File: src/rtl/kbd_disp_pkg.sv
// Shared defaults and display state encoding for the keyboard/display I/O stage.
// Holds the parameter defaults used by the top level and the keyboard queue.
// No logic lives here.
package kbd_disp_pkg;

  localparam int DATA_W_DEF     = 8;
  localparam int FIFO_DEPTH_DEF = 4;
  localparam int DISP_HOLD_DEF  = 16;

  typedef enum logic {
    DISP_READY = 1'b0,
    DISP_BUSY  = 1'b1
  } disp_state_t;

endpackage

File: src/rtl/kbd_disp_io_fifo.sv
// Small synchronous FIFO holding keyboard bytes until the CPU reads them.
// Latency: a push is visible on head after the clock edge that accepts it.
// Backpressure: a push while full (with no pop) is dropped and flagged on overflow.
module io_sync_fifo
  import kbd_disp_pkg::*;
#(
  parameter int WIDTH = DATA_W_DEF,
  parameter int DEPTH = FIFO_DEPTH_DEF
) (
  input  logic             clk,
  input  logic             rst,
  input  logic             push,
  input  logic             pop,
  input  logic [WIDTH-1:0] din,
  output logic [WIDTH-1:0] head,
  output logic             empty,
  output logic             full,
  output logic             overflow
);

  localparam int AW = $clog2(DEPTH);

  logic [WIDTH-1:0] mem [DEPTH];
  logic [AW-1:0]    wr_ptr;
  logic [AW-1:0]    rd_ptr;
  logic [AW:0]      count;
  logic             do_push;
  logic             do_pop;

  // A pop on an empty queue is ignored; a pop frees the slot a same-cycle push needs.
  always_comb begin
    do_pop   = pop & ~empty;
    do_push  = push & (~full | do_pop);
    overflow = push & full & ~do_pop;
  end

  assign empty = (count == '0);
  assign full  = (count == (AW+1)'(DEPTH));
  assign head  = empty ? '0 : mem[rd_ptr];

  // Pointers wrap naturally because DEPTH is a power of two.
  always_ff @(posedge clk) begin
    if (rst) begin
      wr_ptr <= '0;
      rd_ptr <= '0;
      count  <= '0;
    end else begin
      if (do_push) wr_ptr <= wr_ptr + 1'b1;
      if (do_pop)  rd_ptr <= rd_ptr + 1'b1;
      count <= count + {{AW{1'b0}}, do_push} - {{AW{1'b0}}, do_pop};
    end
  end

  // Storage needs no reset: head is forced to zero while the queue is empty.
  always_ff @(posedge clk) begin
    if (do_push) mem[wr_ptr] <= din;
  end

endmodule

File: src/rtl/kbd_disp_io.sv
// Keyboard/display character I/O between board pins and the accumulator CPU.
// Latency: key byte queued 3 edges after strobe sampled; OUT visible after 1 edge.
// Backpressure: full keyboard queue drops bytes and sets ovr; display paces via fgo.
module kbd_disp_io
  import kbd_disp_pkg::*;
#(
  parameter int DATA_W     = DATA_W_DEF,
  parameter int FIFO_DEPTH = FIFO_DEPTH_DEF,
  parameter int DISP_HOLD  = DISP_HOLD_DEF
) (
  input  logic              clk,
  input  logic              rst,
  input  logic [DATA_W-1:0] kbd_data,
  input  logic              kbd_stb,
  input  logic              inp_rd,
  output logic [DATA_W-1:0] inpr,
  output logic              fgi,
  input  logic              out_wr,
  input  logic [DATA_W-1:0] out_data,
  output logic [DATA_W-1:0] outr,
  output logic              disp_stb,
  output logic              fgo,
  input  logic              ien,
  output logic              irq,
  output logic              ovr
);

  localparam int CW = (DISP_HOLD > 1) ? $clog2(DISP_HOLD) : 1;

  logic              stb_s1, stb_s2, stb_d;
  logic [DATA_W-1:0] dat_s1, dat_s2;
  logic              key_rise;
  logic [DATA_W-1:0] key_dat;
  logic              fifo_empty, fifo_full, fifo_ovf;

  disp_state_t       state, state_nxt;
  logic [CW-1:0]     busy_cnt;
  logic              cnt_load;

  // Two-stage synchroniser for the strobe, data carried alongside, then a registered edge pulse.
  always_ff @(posedge clk) begin
    if (rst) begin
      stb_s1   <= 1'b0;
      stb_s2   <= 1'b0;
      stb_d    <= 1'b0;
      dat_s1   <= '0;
      dat_s2   <= '0;
      key_rise <= 1'b0;
      key_dat  <= '0;
    end else begin
      stb_s1   <= kbd_stb;
      stb_s2   <= stb_s1;
      stb_d    <= stb_s2;
      dat_s1   <= kbd_data;
      dat_s2   <= dat_s1;
      key_rise <= stb_s2 & ~stb_d;
      key_dat  <= dat_s2;
    end
  end

  io_sync_fifo #(
    .WIDTH (DATA_W),
    .DEPTH (FIFO_DEPTH)
  ) u_kbd_fifo (
    .clk      (clk),
    .rst      (rst),
    .push     (key_rise),
    .pop      (inp_rd),
    .din      (key_dat),
    .head     (inpr),
    .empty    (fifo_empty),
    .full     (fifo_full),
    .overflow (fifo_ovf)
  );

  assign fgi = ~fifo_empty;

  // A dropped byte can only come from a full queue.
  always_comb begin
    assert (!fifo_ovf || fifo_full);
  end

  // Sticky overrun: a dropped byte sets it, a successful INP clears it, set wins.
  always_ff @(posedge clk) begin
    if (rst)                ovr <= 1'b0;
    else if (fifo_ovf)      ovr <= 1'b1;
    else if (inp_rd && fgi) ovr <= 1'b0;
  end

  // Display state register.
  always_ff @(posedge clk) begin
    if (rst) state <= DISP_READY;
    else     state <= state_nxt;
  end

  // Display next state: OUT starts a busy period, counter expiry ends it.
  always_comb begin
    state_nxt = state;
    case (state)
      DISP_READY: if (out_wr)          state_nxt = DISP_BUSY;
      DISP_BUSY:  if (busy_cnt == '0)  state_nxt = DISP_READY;
      default:                         state_nxt = DISP_READY;
    endcase
  end

  // Display outputs: ready flag, and counter load only on an OUT that starts a busy period.
  always_comb begin
    fgo      = (state == DISP_READY);
    cnt_load = (state == DISP_READY) && out_wr;
  end

  // Busy counter; an OUT during BUSY deliberately does not reload it.
  always_ff @(posedge clk) begin
    if (rst)                                     busy_cnt <= '0;
    else if (cnt_load)                           busy_cnt <= CW'(DISP_HOLD - 1);
    else if (state == DISP_BUSY && busy_cnt != '0) busy_cnt <= busy_cnt - 1'b1;
  end

  // Display register and update pulse follow every OUT regardless of state.
  always_ff @(posedge clk) begin
    if (rst) begin
      outr     <= '0;
      disp_stb <= 1'b0;
    end else begin
      disp_stb <= out_wr;
      if (out_wr) outr <= out_data;
    end
  end

  // Registered interrupt request from the current flag values.
  always_ff @(posedge clk) begin
    if (rst) irq <= 1'b0;
    else     irq <= ien & (fgi | fgo);
  end

endmodule
File: config.mk
export PLATFORM = sky130hd
export DESIGN_NAME = kbd_disp_io
export DESIGN_NICKNAME = d
export VERILOG_FILES = /design/src/rtl/kbd_disp_pkg.sv /design/src/rtl/kbd_disp_io_fifo.sv /design/src/rtl/kbd_disp_io.sv
export SDC_FILE = /design/constraint.sdc
export NUM_CORES = 1
export LEC_CHECK = 0
export ABC_CLOCK_PERIOD_IN_PS = 5820
export CAP_MARGIN = 20
export CORE_MARGIN = 5
export CORE_UTILIZATION = 65
export DETAILED_ROUTE_END_ITERATION = 16
export DONT_BUFFER_PORTS = 1
export PLACE_DENSITY = 0.8
export SETUP_SLACK_MARGIN = 0.5
export SLEW_MARGIN = 5
export SYNTH_ARGS = -nofsm -noshare
export SYNTH_HDL_FRONTEND = slang
export SYNTH_SLANG_ARGS = --single-unit
export TNS_END_PERCENT = 50
File: constraint.sdc
create_clock -name clk -period 5.82 [get_ports clk]
set_input_delay 1.746 -clock clk [delete_from_list [all_inputs] [get_ports clk]]
set_output_delay 1.746 -clock clk [all_outputs]
set_load 0.03 [all_outputs]
# == Word-level counts from Yosys, hierarchy flattened ==
# Memories as Yosys holds them, arrays and structs flattened. A register that Yosys moved wholly into a read port is not among the register bits.
# Cells that the tools add are included.
# word_totals
ff_bits,51
mem_bits_rw,32
inputBits,22
out_inout_bits,21
wordCells,56
memories,1
# memory_table
name,words,width,read_ports,rd_ports_with_merged_regs,write_ports,line_no,rtl
u_kbd_fifo.mem,4,8,1,1,1,kbd_disp_io_fifo.sv:23,logic [WIDTH-1:0] mem [DEPTH];
# classes
add_sub_neg,5
eq_ne,1
n_mux,12
n_bitwise,13
n_reduce_logical,8
# ops
cell,count
$mux 4,2
$mux 8,1
$and 1x1->1,6
$mux 1,6
$not 1->1,5
$add 2x1->2 const B,2
$logic_not 4->1,1
$mux 2,2
$reduce_bool 2->1,2
$reduce_bool 4->1,1
$sub 4x1->4 const B,1
$add 3x1->3,1
$eq 3x3->1 const B,1
$logic_and 1x1->1,3
$logic_not 3->1,1
$sub 3x1->3,1
$or 1x1->1,2
$pmux 1 s2,1

# == Logic depth before layout (Yosys ltp) ==
# Gate-level depths: netlist (run 1).
# depth
ltp_word,7
ltp_mapped,10
mapped_depth_nobuf,10

# == Modules after synthesis ==
# From an unflattened synthesis (run 1), not the netlist that was laid out.
# hier_totals
cells_unflattened,223
hier_area_um2,3079.2
# by_module_without_submodules
mod,n_inst,cells_each,area_each_um2,seq_area_each_um2
io_sync_fifo,1,100,1694.1,1141.1
kbd_disp_io,1,123,1385.1,880.8

# == Worst setup path after synthesis (run 1) ==
# Ideal clock, no wire load.
# synth_timing
path_kind,input-to-reg
start,input inp_rd
end,register u_kbd_fifo.count[2]
setup_ns,0.078
arrival_time_ns,3.185
t_required_ns,5.742
setup_slack_ns,2.557
cell_stages,10
path_buffers,0
path_cell_list,o31ai_1 inv_1 ha_1 inv_1 ha_1 inv_1 fa_1 xor2_1 and2_1 nor3_1
# synth_via
elab_chain_cells,5
# synth_lines
item,line_no,rtl
"start, declared",kbd_disp_io.sv:15,"input logic inp_rd,"
$and 1x1->1 *,kbd_disp_io_fifo.sv:32,do_pop = pop & ~empty;
net u_kbd_fifo.do_pop,kbd_disp_io_fifo.sv:28,logic do_pop;
$or 1x1->1,kbd_disp_io_fifo.sv:33,do_push = push & (~full | do_pop);
$and 1x1->1,kbd_disp_io_fifo.sv:33,
$add 3x1->3,kbd_disp_io_fifo.sv:50,"count <= count + {{AW{1'b0}}, do_push} - {{AW{1'b0}}, do_pop};"
$sub 3x1->3 *,kbd_disp_io_fifo.sv:50,
"end signal, assigned",kbd_disp_io_fifo.sv:50,
"end, declared",kbd_disp_io_fifo.sv:26,logic [AW:0] count;
# Mark *: on every way through the listed nets, which the timed path passes. The rest lies on a longest branch.
# A chain may end at the register's enable or synchronous reset.

==> summary.md, run 1 <==
| Metric | Value |
|---|---|
| Pre-antenna DRT Iters | `4` |
| Setup_tns | `0 ns` |
| Clk slew on worst S/H paths | `0.08 ns` |
| H-tree levels | `3` |
| PwrDens | `418 mW/mm^2` |
| Post-CTS sizing | `0` |
| CTS Buf Count | `9` |
| Vias per cell | `5.43` |
| Ratio of final minimum period to clock period | `60.9%` |
| CTS tree | `done` |
| Arr. time, crit path | `1.80 ns` |
| Gr usage total | `16.1%` |
| Die X | `78.7 um` |
| Final std cells w/o fill | `284` |
| Die Area | `0.00620 mm^2` |
| PortBufs | `0` |
| VDD IR max | `0.000285 V` |
| Detailed placement HPWL | `3.14 mm` |
| Final core occ | `70.7%` |
| CP Data Required Time | `4.07 ns` |
| R2R Setup Slk | `3.41 ns` |
| Clk buf depth | `2` |
| Status | `complete, no violations` |
| Antenna Diode Count | `0` |
| Area after DPL | `0.00309 mm^2` |
| Max Cap Viol | `0` |
| Vias in the first global route | `1524` |
| Share of cells above drive strength 1 | `10.4%` |
| CTS sink cnt | `85` |
| GP Congestion | `0.719` |
| Clock Skews | `0.00995 ns` |
| Top achievable clock speed | `282 MHz` |
| Pre-CTS WS | `2.41 ns` |
| Sequential share of the synthesized area | `65.9%` |
| Syn avg cell area | `13.7 um^2` |
| CP endpoint kind | `output pin` |
| Final Setup Violations | `0` |
| YS warnings | `0` |
| Unrepaired setup endpoints after global routing | `false` |
| Skew-Pair Late Insertion Delay | `0.33 ns` |
| Final ANT Viol Nets | `0` |
| I/O Pins | `43` |
| Synth top area cells | `dfxtp_1 35%, edfxtp_1 31%, nor2b_1 8.1%, mux4_2 5.9%, ha_1 3.3%` |
| Die Height | `78.7 um` |
| Dpl cells | `268` |
| Leak Pwr | `1.24 nW` |
| Hold-fix buffers, CTS | `0` |
| Area Growth Syn to Fin | `7.29%` |
| Min Tclk post-route | `3.54 ns` |
| Layout net count | `256` |
| Count of final hold-check violations | `0` |
| Post-synthesis instance area | `0.00307 mm^2` |
| Row cnt | `25` |
| Syn Inst Count | `224` |
| Yosys top cell by area | `dfxtp_1` |
| Worst slew pin tran | `0.599 ns` |
| Initial DRC Count | `100` |
| Setup bufs post-CTS | `0` |
| HP Class | `flop to flop` |
| Critical path class | `flop to output pin` |
| CP Launch Type | `flop` |
| Wire per inst | `15.9 um` |
| Drt total wl | `4.51 mm` |
| Synth top area share | `34.6%` |
| Initial core utilization | `65.9%` |
| Initial antenna violation count | `0` |
| CTS root buf | `clkbuf_8` |
| Slew Limit Fails | `0` |
| Slew headroom | `60.0%` |
| DRC | `0` |
| Power Total | `1.38 mW` |
| Syn Nets | `255` |
| Final hold slack | `0.384 ns` |
| Synthesized flop and latch total | `85` |
| CORE AREA | `0.00466 mm^2` |
| Critical path fanouts, max | `8` |
| Final Cell Area | `0.00329 mm^2` |
| Grt total ovfl | `0` |
| First-pass GRT wire length | `7.47 mm` |
| Final WS setup | `2.28 ns` |
| Largest net degree at the start of global routing | `54` |
| DR vias | `1541` |
| Distinct cell type count after synthesis | `31` |
-- cell type report --
cell class                      instances  area, um^2
Tap cell                               54        67.6
Fill cell                             321        1370
Clock inverter                          5        75.1
Clock buffer                           11         131
Timing Repair Buffer                    1        7.51
Multi-Input combinational cell        118         953
Inverter                               10        37.5
Sequential cell                        85        2020
-- report_power, final --
group / internal [mW] / leakage [nW] / total [mW] / switching [mW]
Sequential: 0.649 / 0.736 / 0.701 / 0.0519
Clock: 0.240 / 0.105 / 0.422 / 0.182
Combinational: 0.0967 / 0.399 / 0.254 / 0.158
-- sequential cells by signal, indices dropped and copies added, names as in the netlist, 2 cells and up, named ones only --
register / cells
u_kbd_fifo.mem: 32
dat_s1: 8
dat_s2: 8
key_dat: 8
outr: 8
busy_cnt: 4
u_kbd_fifo.count: 3
u_kbd_fifo.rd_ptr: 2
u_kbd_fifo.wr_ptr: 2
-- worst max-delay path, cell delays in order (launching register included) --
cell and delay (ns):
dfxtp_1 0.65, mux4_2 0.32, nor2b_1 0.50
-- per-layer routing --
| layer | global-route usage, % | share of wire [%] | vias up |
|---|---|---|---|
| li1 | - | - | 761 |
| met1 | 18.9 | 41 | 728 |
| met2 | 26.7 | 52 | 46 |
| met3 | 4.20 | 5.9 | 6 |
| met4 | 9.44 | 1.6 | 0 |
| met5 | 0 | 0 | - |
-- cells by family (layout without fill, tap and decap cells) --
kind of cell             after synthesis  after routing  share of synthesized area [%]
flip-flops                            85             85                           65.9
AND/OR/NAND/NOR                       76             76                           14.5
buffers and inverters                 21             27                           3.10
multiplexers                          19             19                           9.62
AO/OA/AOI/OAI                         12             12                           2.45
adder cells (fa/ha/maj)                9              9                           3.91
XOR/XNOR                               2              2                          0.571
-- placed cells by master (no fill, tap or decap), types with 3 or more instances in the layout --
cell | synthesis | final
nor2_1 | 18 | 18
a21oi_1 | 6 | 6
dfxtp_1 | 53 | 53
nor2b_1 | 40 | 40
and2_1 | 5 | 5
edfxtp_1 | 32 | 32
clkbuf_8 | 0 | 9
ha_1 | 8 | 8
nand2_1 | 3 | 3
mux4_2 | 8 | 8
mux2i_1 | 10 | 10
nand2b_1 | 3 | 3
inv_1 | 10 | 10
-- cell usage after synthesis (all sizes together) --
cell	n
mux4	8
and2	5
xor2	2
mux2i	10
inv	10
mux2	1
dfxtp	53
edfxtp	32
o31ai	1
ha	8
fa	1
nor3	2
a21oi	6
nor2	18
nand2	3
a311oi	1
nand2b	3
buf	6
o21ai	1
or3	1
clkbuf	5
or3b	1
a211oi	1
nand4b	1
nor4b	2
a22oi	1
nor2b	40
a221oi	1
-- final timing paths --
kind	from	endpoint	cells past startpoint
worst min-delay path	stb_d	key_rise	1
worst max register to register	u_kbd_fifo.count[1]	u_kbd_fifo.count[2]	10
worst min register to register	stb_d	key_rise	1
worst max-delay path	flop	inpr[1]	2
Note: power is estimated with default switching activity, not from simulation.
==> run 2, diff against run 1 <==
Settings changed: ABC_CLOCK_PERIOD_IN_PS 5820 to 3600, CORE_UTILIZATION 65 to 61, PLACE_DENSITY 0.8 to 0.76.
Clock period 5.82 ns to 3.6 ns, I/O delays scaled along.
==> run 2 against run 1 <==
  * Non-clock buffer count stayed put
  * Largest power group unchanged
  * Critical path type unchanged
  * Worst hold slack hardly changed
  * Critical endpoint is now inpr[6]
  * Wire length is 0.64% higher
  * Die area is 5.7% higher
  * Sequential power is 61% higher
  * Clock skew hardly changed
  * Register-to-register slack worse by 2.2 ns
==> summary.md, run 2 (synthesis results as in run 1) <==
| Metric | Value |
|---|---|
| Status | `complete, no violations` |
| Antenna Diode Count | `0` |
| H-tree levels | `3` |
| Final ANT Viol Nets | `0` |
| Layout net count | `256` |
| Gr usage total | `16.3%` |
| Crit path buf inv count | `0` |
| Worst slew pin tran | `0.603 ns` |
| CORE AREA | `0.00482 mm^2` |
| Ratio of final minimum period to clock period | `80.6%` |
| Critical path fanouts, max | `8` |
| Die X | `80.9 um` |
| Clk buf depth | `2` |
| Initial core utilization | `63.7%` |
| Crit path largest cell delay | `0.66 ns` |
| Most common cell after layout, fill and taps aside | `dfxtp_1` |
| Vias in the first global route | `1627` |
| Clock Skews | `0.00948 ns` |
| GP Congestion | `0.668` |
| Area after DPL | `0.00310 mm^2` |
| Final Cell Area | `0.00332 mm^2` |
| CP max-delay cell | `dfxtp_1` |
| Area Growth Syn to Fin | `8.07%` |
| Slew Limit Fails | `0` |
| Count of final hold-check violations | `0` |
| Setup bufs post-CTS | `0` |
| Row cnt | `25` |
| Delay-heaviest family, CP | `flip-flops` |
| CP Launch Type | `flop` |
| Most frequent cells in the layout | `53 x dfxtp_1, 40 x nor2b_1, 32 x edfxtp_1` |
| Initial antenna violation count | `0` |
| Critical path class | `flop to output pin` |
| Setup_tns | `0 ns` |
| Die Area | `0.00655 mm^2` |
| Largest register FFs | `32` |
| I/O Pins | `43` |
| Drt total wl | `4.54 mm` |
| CTS root buf | `clkbuf_8` |
| PwrDens | `678 mW/mm^2` |
| Min Tclk post-route | `2.90 ns` |
| Die Height | `80.9 um` |
| Clk slew on worst S/H paths | `0.08 ns` |
| Largest net degree at the start of global routing | `54` |
| Leak Pwr | `1.24 nW` |
| Top achievable clock speed | `345 MHz` |
| Arr. time, crit path | `1.82 ns` |
| CTS tree | `done` |
| First-pass GRT wire length | `7.80 mm` |
| VDD IR max | `0.000448 V` |
| Detailed placement HPWL | `3.16 mm` |
| Final std cells w/o fill | `297` |
| Hold-fix buffers, CTS | `0` |
| HP Class | `flop to flop` |
| Pre-antenna DRT Iters | `4` |
| Vias per cell | `5.20` |
| Cell Chain, Critical Path | `mux4_2 > nor2b_1` |
| Slew headroom | `59.7%` |
| Dpl cells | `281` |
| Share of cells above drive strength 1 | `11.3%` |
| Unrepaired setup endpoints after global routing | `false` |
| Skew-Pair Late Insertion Delay | `0.34 ns` |
| Grt total ovfl | `0` |
| Largest Register | `u_kbd_fifo.mem` |
| Post-CTS sizing | `0` |
| Final Setup Violations | `0` |
| CP endpoint kind | `output pin` |
| PortBufs | `0` |
| DRC | `0` |
| CTS Buf Count | `9` |
| DR vias | `1545` |
| Max Cap Viol | `0` |
| CTS sink cnt | `85` |
| CP Data Required Time | `2.52 ns` |
| Wire per inst | `15.3 um` |
| Initial DRC Count | `90` |
[run 2: cell count changes in the layout (fill, tap and decap cells not counted), sizes merged]
cell | before | now
clkbuf | 11 | 10
clkinvlp | 0 | 1
[run 2: layer usage]
| metal | vias to the layer above | global-route usage (%) | wire, um |
|---|---|---|---|
| met5 | - | 0 | 0 |
| met4 | 0 | 9.80 | 75 |
| met3 | 7 | 3.55 | 203 |
| met2 | 43 | 26.8 | 2290 |
| met1 | 734 | 19.5 | 1970 |
| li1 | 761 | - | - |
[run 2: area by class of cell]
cell class                 count  area [um^2]
sequential                    85         2020
fill                         359         1500
multi-input combinational    118          953
clock buffer                  10          128
clock inverter                 6         86.3
tap                           67         83.8
inverter                      10         37.5
timing repair buffer           1         7.51
[run 2: worst paths after layout]
| kind | endpoint | start | slack [ns] | cells past startpoint |
|---|---|---|---|---|
| worst min register to register | key_rise | stb_d | 0.38 | 1 |
| worst max-delay path | inpr[6] | flop | 0.70 | 2 |
| worst min-delay path | key_rise | stb_d | 0.38 | 1 |
| worst max register to register | u_kbd_fifo.count[2] | u_kbd_fifo.count[1] | 1.18 | 10 |
[run 2: worst reg2reg max path, cell delays in order (launching register included)]
cell and delay [ns]:
dfxtp_1 0.40, o31ai_1 0.46, inv_1 0.09, ha_1 0.30, inv_1 0.06, ha_1 0.13, inv_1 0.05, fa_1 0.38
xor2_1 0.17, and2_1 0.17, nor3_1 0.13
[run 2: stage by stage]
stage	setup WS, ns	utilization [%]	power [mW]	hold WS, ns
after floorplan	1.00	-	1.51	0.367
after global placement	0.973	64.4	1.55	0.376
final	0.699	68.9	2.25	0.384
after detailed placement	0.831	64.4	1.58	0.377
after global routing	0.515	68.9	2.36	0.409
after CTS	0.645	68.9	2.28	0.388
[run 2: power breakdown]
part / switching, mW / total, mW / leakage [nW] / internal (mW)
Clock: 0.314 / 0.705 / 0.107 / 0.391
Sequential: 0.0843 / 1.13 / 0.736 / 1.05
Combinational: 0.253 / 0.410 / 0.399 / 0.157
==> run 3, diff against run 2 <==
Settings changed: ABC_CLOCK_PERIOD_IN_PS 3600 to 2500, CORE_UTILIZATION 61 to 55, PLACE_DENSITY 0.76 to 0.72.
Clock period 3.6 ns to 2.5 ns, I/O delays scaled along.
==> run 3 against run 2 <==
  * Non-clock buffer count grew 11
  * Sequential cell count did not move
  * Clock power up 46%
  * Via count fell by 1.7%
  * Global-route usage down 4.1 points
==> summary.md, run 3 (synthesis results as in run 1) <==
| Metric | Value |
|---|---|
| Final ANT Viol Nets | `0` |
| Vias per cell | `4.85` |
| Psw | `1.00 mW` |
| Die X | `84.7 um` |
| Gr usage total | `12.1%` |
| Final hold slack | `0.387 ns` |
| Count of final hold-check violations | `0` |
| Slew headroom | `71.6%` |
| GP Congestion | `0.715` |
| PwrDens | `1000 mW/mm^2` |
| Min Tclk post-route | `2.37 ns` |
| Clk slew on worst S/H paths | `0.08 ns` |
| Crit path buf inv count | `2` |
| Internal power | `2.48 mW` |
| Delay-heaviest family, CP | `multiplexers` |
| Final core occ | `63.6%` |
| Top achievable clock speed | `422 MHz` |
| Vias in the first global route | `1415` |
| Slew Limit Fails | `0` |
| Unrepaired setup endpoints after global routing | `true` |
| CP Data Required Time | `1.75 ns` |
| Reg power frac | `46.5%` |
| Drt total wl | `4.05 mm` |
| Crit path largest cell delay | `0.49 ns` |
| Setup_tns | `0 ns` |
| Antenna Diode Count | `0` |
| First-pass GRT wire length | `6.74 mm` |
| Die Height | `84.7 um` |
| CP Launch Type | `flop` |
| Wire per inst | `12.9 um` |
| Skew-Pair Late Insertion Delay | `0.34 ns` |
| Most frequent cells in the layout | `52 x dfxtp_1, 37 x nor2b_1, 32 x edfxtp_1` |
| Final Setup Violations | `0` |
| CP endpoint kind | `output pin` |
| Fillers | `410` |
| Pre-antenna DRT Iters | `4` |
| CTS root buf | `clkbuf_8` |
| Layout net count | `267` |
| Grt total ovfl | `0` |
| Dpl cells | `297` |
| Critical path class | `flop to output pin` |
| VDD IR max | `0.000691 V` |
| Initial core utilization | `56.1%` |
| CORE AREA | `0.00547 mm^2` |
| Detailed placement HPWL | `2.58 mm` |
| H-tree levels | `3` |
| Clk buf depth | `2` |
| Cell Chain, Critical Path | `buf_12 > mux4_2 > nor2b_1 > buf_4` |
| CTS Buf Count | `9` |
| Max Cap Viol | `0` |
| Critical path fanouts, max | `8` |
| Final Cell Area | `0.00348 mm^2` |
| Combinational power share | `23.8%` |
| PortBufs | `0` |
| Final std cells w/o fill | `313` |
| CTS tree | `done` |
| Area Growth Syn to Fin | `13.3%` |
| Ratio of final minimum period to clock period | `94.7%` |
| Largest register FFs | `32` |
| I/O Pins | `43` |
| Clk network pwr share | `29.7%` |
| Hold-fix buffers, CTS | `0` |
| Initial DRC Count | `59` |
| Row cnt | `27` |
| Share of cells above drive strength 1 | `17.8%` |
| Leak Pwr | `1.32 nW` |
| DR vias | `1518` |
| Largest net degree at the start of global routing | `54` |
| Status | `complete, no violations` |
| CTS sink cnt | `85` |
| Largest Register | `u_kbd_fifo.mem` |
| Worst slew pin tran | `0.427 ns` |
| R2R Setup Slk | `0.34 ns` |
| Clock Skews | `0.00473 ns` |
| HP Class | `flop to flop` |
| Arr. time, crit path | `1.62 ns` |
| Die Area | `0.00718 mm^2` |
| CP max-delay cell | `mux4_2` |
| DRC | `0` |
| Initial antenna violation count | `0` |
| Switch share | `28.8%` |
| Most common cell after layout, fill and taps aside | `dfxtp_1` |
| Area after DPL | `0.00321 mm^2` |
-- run 3: cell types whose count changed in the layout (fill, tap and decap cells not counted), sizes merged --
cell	previous run	this run
clkinv	2	4
clkinvlp	1	0
clkbuf	10	9
buf	1	12
-- run 3: power by group through the flow --
stage | combinational [mW] | clock [mW] | sequential, mW
global route | 0.904 | 1.13 | 1.63
finish | 0.828 | 1.03 | 1.62
CTS | 0.767 | 1.06 | 1.62
detailed placement | 0.753 | 0 | 1.65
floorplan | 0.582 | 0 | 1.62
global placement | 0.745 | 0 | 1.64
-- run 3: final timing paths --
check | startpoint | endpoint | depth (start not counted)
setup / recovery | flop | inpr[4] | 4
hold reg to reg | stb_d | key_rise | 1
setup reg to reg | u_kbd_fifo.count[1] | u_kbd_fifo.count[2] | 10
hold / removal | stb_d | key_rise | 1
-- run 3: per-stage QoR --
stage	power [mW]	setup WS (ns)
CTS	3.45	0.0927
global placement	2.39	0.319
finish	3.48	0.132
global route	3.66	0.0659
detailed placement	2.40	0.267
floorplan	2.20	0.357
-- run 3: layer usage --
| layer | share of wire [%] | track usage (%) | vias to the layer above |
|---|---|---|---|
| li1 | - | - | 787 |
| met1 | 45 | 15.1 | 695 |
| met2 | 48 | 18.7 | 28 |
| met3 | 4.9 | 4.32 | 8 |
| met4 | 1.9 | 6.04 | 0 |
| met5 | 0 | 0 | - |
-- run 3: cell type report --
| class | count | area [um^2] | area share [%] |
|---|---|---|---|
| flip-flops and latches | 85 | 2020 | 58.1 |
| clock buffers | 9 | 124 | 3.56 |
| repair buffers | 12 | 114 | 3.27 |
| multi-input cells | 118 | 992 | 28.5 |
| clock inverters | 7 | 98.8 | 2.84 |
| well taps | 72 | 90.1 | 2.59 |
| inverters | 10 | 37.5 | 1.08 |
-- run 3: worst register-to-register path, cell delays in order (launching register included) --
cell and delay [ns]:
dfxtp_1 0.42, o31ai_4 0.33, inv_1 0.07, ha_1 0.27, inv_1 0.06, ha_1 0.14
inv_1 0.05, fa_2 0.33, xor2_1 0.15, and2_1 0.16, nor3_1 0.12
-- run 3: what timing repair did --
action                                  4_1_cts  5_1_grt
gates resized for setup                       3        7
setup buffers                                 0        0
endpoints found under the setup margin       10       11
endpoints found under the hold margin         0        0
pin swaps                                     0        0
